**src/rtl/inst_envelope.sv**
```systemverilog
// Per-instrument visual envelope: triggers are collected during the frame and
// folded into the levels by a once-per-frame decay/peak sweep across instruments.

module inst_envelope_lane #(
  parameter int DECAY_SHIFT = 3
) (
  input  logic       clk,
  input  logic       rst,
  input  logic       hit_i,    // accepted trigger for this instrument
  input  logic [7:0] peak_i,
  input  logic       proc_i,   // sweep is on this instrument this cycle
  output logic [7:0] level_o
);
  logic       pend_q, pend_d;
  logic [7:0] peak_q, peak_d;
  logic [7:0] level_q, level_d;
  logic [7:0] shifted, step, decayed;

  always_comb begin
    shifted = level_q >> DECAY_SHIFT;
    step    = (shifted == 8'd0) ? 8'd1 : shifted;
    decayed = (level_q <= 8'd1) ? 8'd0 : level_q - step;
  end

  // A trigger landing in the cycle this instrument is swept starts a fresh
  // pending entry for next frame; the sweep itself uses the old entry.
  always_comb begin
    pend_d  = pend_q;
    peak_d  = peak_q;
    level_d = level_q;
    if (proc_i) begin
      level_d = (pend_q && peak_q > decayed) ? peak_q : decayed;
      pend_d  = 1'b0;
      peak_d  = 8'd0;
    end
    if (hit_i) begin
      pend_d = 1'b1;
      if (pend_q && !proc_i && peak_q > peak_i) peak_d = peak_q;
      else                                      peak_d = peak_i;
    end
  end

  always_ff @(posedge clk) begin
    if (rst) begin
      pend_q  <= 1'b0;
      peak_q  <= 8'd0;
      level_q <= 8'd0;
    end else begin
      pend_q  <= pend_d;
      peak_q  <= peak_d;
      level_q <= level_d;
    end
  end

  assign level_o = level_q;
endmodule

module inst_envelope #(
  parameter int INSTRUMENT_COUNT = 3,
  parameter int DECAY_SHIFT      = 3,
  parameter int IDX_W            = (INSTRUMENT_COUNT > 1) ? $clog2(INSTRUMENT_COUNT) : 1
) (
  input  logic             clk,
  input  logic             rst,
  input  logic             new_frame,
  input  logic             trig_valid,
  input  logic [IDX_W-1:0] trig_inst,
  input  logic [6:0]       trig_velocity,
  output logic [7:0]       inst_intensity [INSTRUMENT_COUNT-1:0],
  output logic             busy
);
  typedef enum logic {IDLE, UPDATE} state_t;

  localparam logic [IDX_W-1:0] LAST_IDX = IDX_W'(INSTRUMENT_COUNT - 1);

  state_t           state_q, state_d;
  logic [IDX_W-1:0] idx_q, idx_d;
  logic             trig_acc;
  logic [7:0]       peak;

  assign trig_acc = trig_valid && (trig_velocity != 7'd0) &&
                    (32'(trig_inst) < 32'(INSTRUMENT_COUNT));
  assign peak     = {trig_velocity, trig_velocity[6]};

  always_ff @(posedge clk) begin
    if (rst) begin
      state_q <= IDLE;
      idx_q   <= '0;
    end else begin
      state_q <= state_d;
      idx_q   <= idx_d;
    end
  end

  always_comb begin
    state_d = state_q;
    idx_d   = idx_q;
    case (state_q)
      IDLE: if (new_frame) begin
        state_d = UPDATE;
        idx_d   = '0;
      end
      UPDATE: begin
        if (idx_q == LAST_IDX) state_d = IDLE;
        else                   idx_d   = idx_q + 1'b1;
      end
      default: state_d = IDLE;
    endcase
  end

  always_comb begin
    busy = (state_q == UPDATE);
  end

  for (genvar g = 0; g < INSTRUMENT_COUNT; g++) begin : g_lane
    inst_envelope_lane #(.DECAY_SHIFT(DECAY_SHIFT)) u_lane (
      .clk     (clk),
      .rst     (rst),
      .hit_i   (trig_acc && trig_inst == IDX_W'(g)),
      .peak_i  (peak),
      .proc_i  (busy && idx_q == IDX_W'(g)),
      .level_o (inst_intensity[g])
    );
  end
endmodule
```
**config.mk**
```make
export PLATFORM = sky130hd
export DESIGN_NAME = inst_envelope
export DESIGN_NICKNAME = d
export VERILOG_FILES = /design/src/rtl/inst_envelope.sv
export SDC_FILE = /design/constraint.sdc
export NUM_CORES = 1
export LEC_CHECK = 0
export ABC_AREA = 1
export BUFFER_PORTS_ARGS = -buffer_cell sky130_fd_sc_hd__clkbuf_2
export CAP_MARGIN = 20
export CORE_MARGIN = 2
export CORE_UTILIZATION = 66
export CTS_CLUSTER_DIAMETER = 120
export DETAILED_ROUTE_END_ITERATION = 8
export PLACE_DENSITY = 0.87
export SYNTH_ARGS = -nofsm -noshare
export SYNTH_HDL_FRONTEND = slang
export SYNTH_SLANG_ARGS = --single-unit
```
**constraint.sdc**
```tcl
create_clock -name clk -period 6.7 [get_ports clk]
set_clock_uncertainty 0.05 [all_clocks]
set_input_delay 0.335 -clock clk [delete_from_list [all_inputs] [get_ports clk]]
set_output_delay 0.335 -clock clk [all_outputs]
set_load 0.005 [all_outputs]
```
==> flow_metrics.env <==
export IMPL_grt_ovfl_total=0
export IMPL_routabilityCongestion=0.930
export IMPL_drv_cap=0
export IMPL_multi_input_area_um2=3310
export IMPL_syn_nets=779
export IMPL_path_delay_family="simple AND/OR/NAND/NOR gates"
export IMPL_grt_pass1_vias=4406
export IMPL_antenna_found_initial=0
export IMPL_wl_um=11600
export IMPL_synthTopCellsByArea="dfxtp_1 21%, ha_1 17%, nand2_1 11%"
export IMPL_synth_avg_cell_area_um2=6.89
export IMPL_ys_warn_count=0
export IMPL_synthAdderAreaFrac=0.184
export IMPL_period_share=0.497
export IMPL_setup_tns_ns=0
export IMPL_synth_top_family_by_area="simple AND/OR/NAND/NOR gates"
export IMPL_cpMostUsedCell="nand2_1"
export IMPL_synthSimpleGateAreaFrac=0.360
export IMPL_via_count=4602
export IMPL_layout_commonest_cell="nand2_1"
export IMPL_run_status="completed"
export IMPL_endpoint_kind="flip-flop"
export IMPL_powerDensity_nw_per_um2=190
export IMPL_max_slew_margin=0.550
export IMPL_routed_via_density=5.50
export IMPL_critPathArrivalTime_ns=3.51
export IMPL_worstHoldPathType="in2reg"
export IMPL_fin_crit_ns=3.33
export IMPL_cts_htree_levels=2
export IMPL_hold_viol=0
export IMPL_ys_seq_area_frac=0.213
export IMPL_cp_required_ns=6.88
export IMPL_cts_setup_buffers=0
export IMPL_synthXorXnorAreaFrac=0.00182
export IMPL_drtPass1Iterations=4
export IMPL_postCtsHoldBufs=0
export IMPL_cts_clk_slew_worst_paths_ns=0.10
export IMPL_rows=31
export IMPL_die_x_um=89.3
export IMPL_ir_drop_mv=0.180
export IMPL_syn_inst=697
export IMPL_finalMaxSlewViolations=0
export IMPL_cts_sink_count=51
export IMPL_port_buffers=37
export IMPL_dp_hpwl_um=9050
export IMPL_synth_cell_types=36
export IMPL_fillerInstances=619
export IMPL_ant_nets=0
export IMPL_layout_common_cells="141 x nand2_1, 103 x inv_1, 66 x nor2_1, 66 x ha_1, 65 x nand3_1"
export IMPL_grt_max_degree=47
export IMPL_die_y_um=89.3
export IMPL_initial_core_util=0.673
export IMPL_cp_max_fo=10
export IMPL_tritoncts="done"
export IMPL_register_area_um2=1020
export IMPL_wl_per_cell_um=13.9
export IMPL_design_area_um2=5180
export IMPL_yosysTopAreaCellShare=0.213
export IMPL_fmax_mhz=300
export IMPL_numCtsBuffers=5
export IMPL_drt_initial_drc_count=231
export IMPL_grt_pass1_wl_um=19300
export IMPL_p_leak_nw=2.60
export IMPL_root_buffer="clkbuf_8"
export IMPL_area_delta_synth_final_pct=7.76
export IMPL_worstSetupPathType="reg2reg"
export IMPL_setup_viol=0
export IMPL_finalNetCount=818
export IMPL_synth_compound_area_frac=0.143
export IMPL_drc=0
export IMPL_dieArea_um2=7980
export IMPL_ys_seq_elements=51
export IMPL_slowest_stage="fa_1"
export IMPL_worstMarginPinSlew_ns=0.675
export IMPL_yosys_mux_area_fraction=0
export IMPL_path_buf_inv=5
export IMPL_core_um2=7140
export IMPL_worstSetupStartpointType="flip-flop"
export IMPL_diodes=0
export IMPL_grt_setup_unrepaired="no"
export IMPL_grt_usage=0.304
export IMPL_drive_gt1_frac=0.204
export IMPL_path_cells="inv_1 -> nand2_1 -> o31ai_1 -> ha_1 -> inv_1 -> fa_1 -> nand2_1 -> nand3_1 -> nand2_1 -> nand2_1 -> nor2_1 -> inv_1 -> ha_1 -> nand2_1 -> nor2_1 -> a31oi_2 -> nand2_2 -> inv_2 -> nand2_1 -> nand3_1 -> nand2_1 -> inv_1"
export IMPL_placed_area_um2=5090
export IMPL_cpPeakStageDelay_ns=0.42
export IMPL_cts_buffer_depth=2
export IMPL_netlist_area_um2=4800
export IMPL_worstSkewPairLatency_ns=0.32
export IMPL_yosys_area_top_type="dfxtp_1"
export IMPL_ios=38
export IMPL_cts_resized=0
==> worst reg2reg max path, delay by kind of cell (launching register included) <==
family                     cells  cell delay [ns]
and+or+nand+nor               12             1.16
adders and majority gates      3             0.91
buffers and inverters          5             0.38
DFF                            1             0.37
AOI/OAI and AO/OA              2             0.37
==> metal layers <==
metal / GRT usage / up-vias / part of all wire
met2: 0.545 / 123 / 0.50
li1: - / 2332 / -
met1: 0.380 / 2131 / 0.45
met4: 0.0909 / 0 / 0.013
met5: 0 / - / 0
met3: 0.0388 / 16 / 0.039
==> state kept, by name, summed over array words and instances (netlist names) <==
register and flops:
g_lane.u_lane.pend_q 3, busy 1, g_lane.u_lane.level_o 24, g_lane.u_lane.peak_q 21, idx_q 2
==> per-stage QoR <==
| step | utilization | setup WS, ns | instances | power, mW | hold slack, ns |
|---|---|---|---|---|---|
| finish | 0.725 | 3.37 | 836 | 0.982 | 0.288 |
| global route | 0.725 | 3.09 | 836 | 1.06 | 0.308 |
| CTS | 0.725 | 3.42 | 836 | 0.979 | 0.292 |
| detailed placement | 0.714 | 3.44 | 828 | 0.794 | 0.431 |
| global placement | 0.714 | 3.55 | 828 | 0.771 | 0.419 |
| floorplan | - | 3.80 | 697 | 0.692 | 0.408 |
==> final cells by class <==
cell class	instances	share of cell area
tap	99	0.0239
inverter	118	0.0861
clock buffer	7	0.0147
multi-input combinational	522	0.640
clock inverter	1	0.000967
timing repair buffer	38	0.0372
sequential	51	0.197
==> report_power, final <==
part | leakage (nW) | total [mW] | internal [mW] | switching [mW]
logic | 2.14 | 0.455 | 0.166 | 0.289
clock network | 0.0422 | 0.185 | 0.0739 | 0.111
registers | 0.415 | 0.341 | 0.319 | 0.0229
==> final timing paths <==
| check | start | to | slack (ns) | cells after the start |
|---|---|---|---|---|
| worst max-delay path | g_lane[0].u_lane.level_o[6] | g_lane[0].u_lane.level_o[1] | 3.37 | 22 |
| worst min register to register | idx_q[0] | idx_q[0] | 0.45 | 2 |
| worst max register to register | g_lane[0].u_lane.level_o[6] | g_lane[0].u_lane.level_o[1] | 3.37 | 22 |
| worst min-delay path | new_frame | busy | 0.29 | 3 |
==> logic make-up (layout without fill, tap and decap cells) <==
logic type / count (synthesis) / after routing
buf+inv: 124 / 164
fa+ha+maj: 69 / 69
simple gates: 347 / 347
xor+xnor: 1 / 1
flops: 51 / 51
compound gates: 105 / 105
==> cells in the mapped netlist <==
library cell and count:
a21boi_2 1, a21o_1 1, a21oi_1 45, a21oi_2 22, a21oi_4 3, a31oi_1 2
a31oi_2 1, buf_1 2, buf_2 2, clkbuf_1 2, clkinv_1 1, dfxtp_1 51
fa_1 3, ha_1 66, inv_1 103, inv_2 13, inv_4 1, nand2_1 141
nand2_2 38, nand2_4 6, nand2_8 6, nand3_1 65, nand3_2 9, nand4_1 6
nor2_1 66, nor2_2 4, nor2_4 1, nor3_1 3, nor3_4 1, o21a_1 6
o21ai_0 11, o21ai_1 8, o21bai_1 4, o31ai_1 1, or2_1 1, xnor2_1 1
No activity file was read; power rests on OpenSTA's default activity.
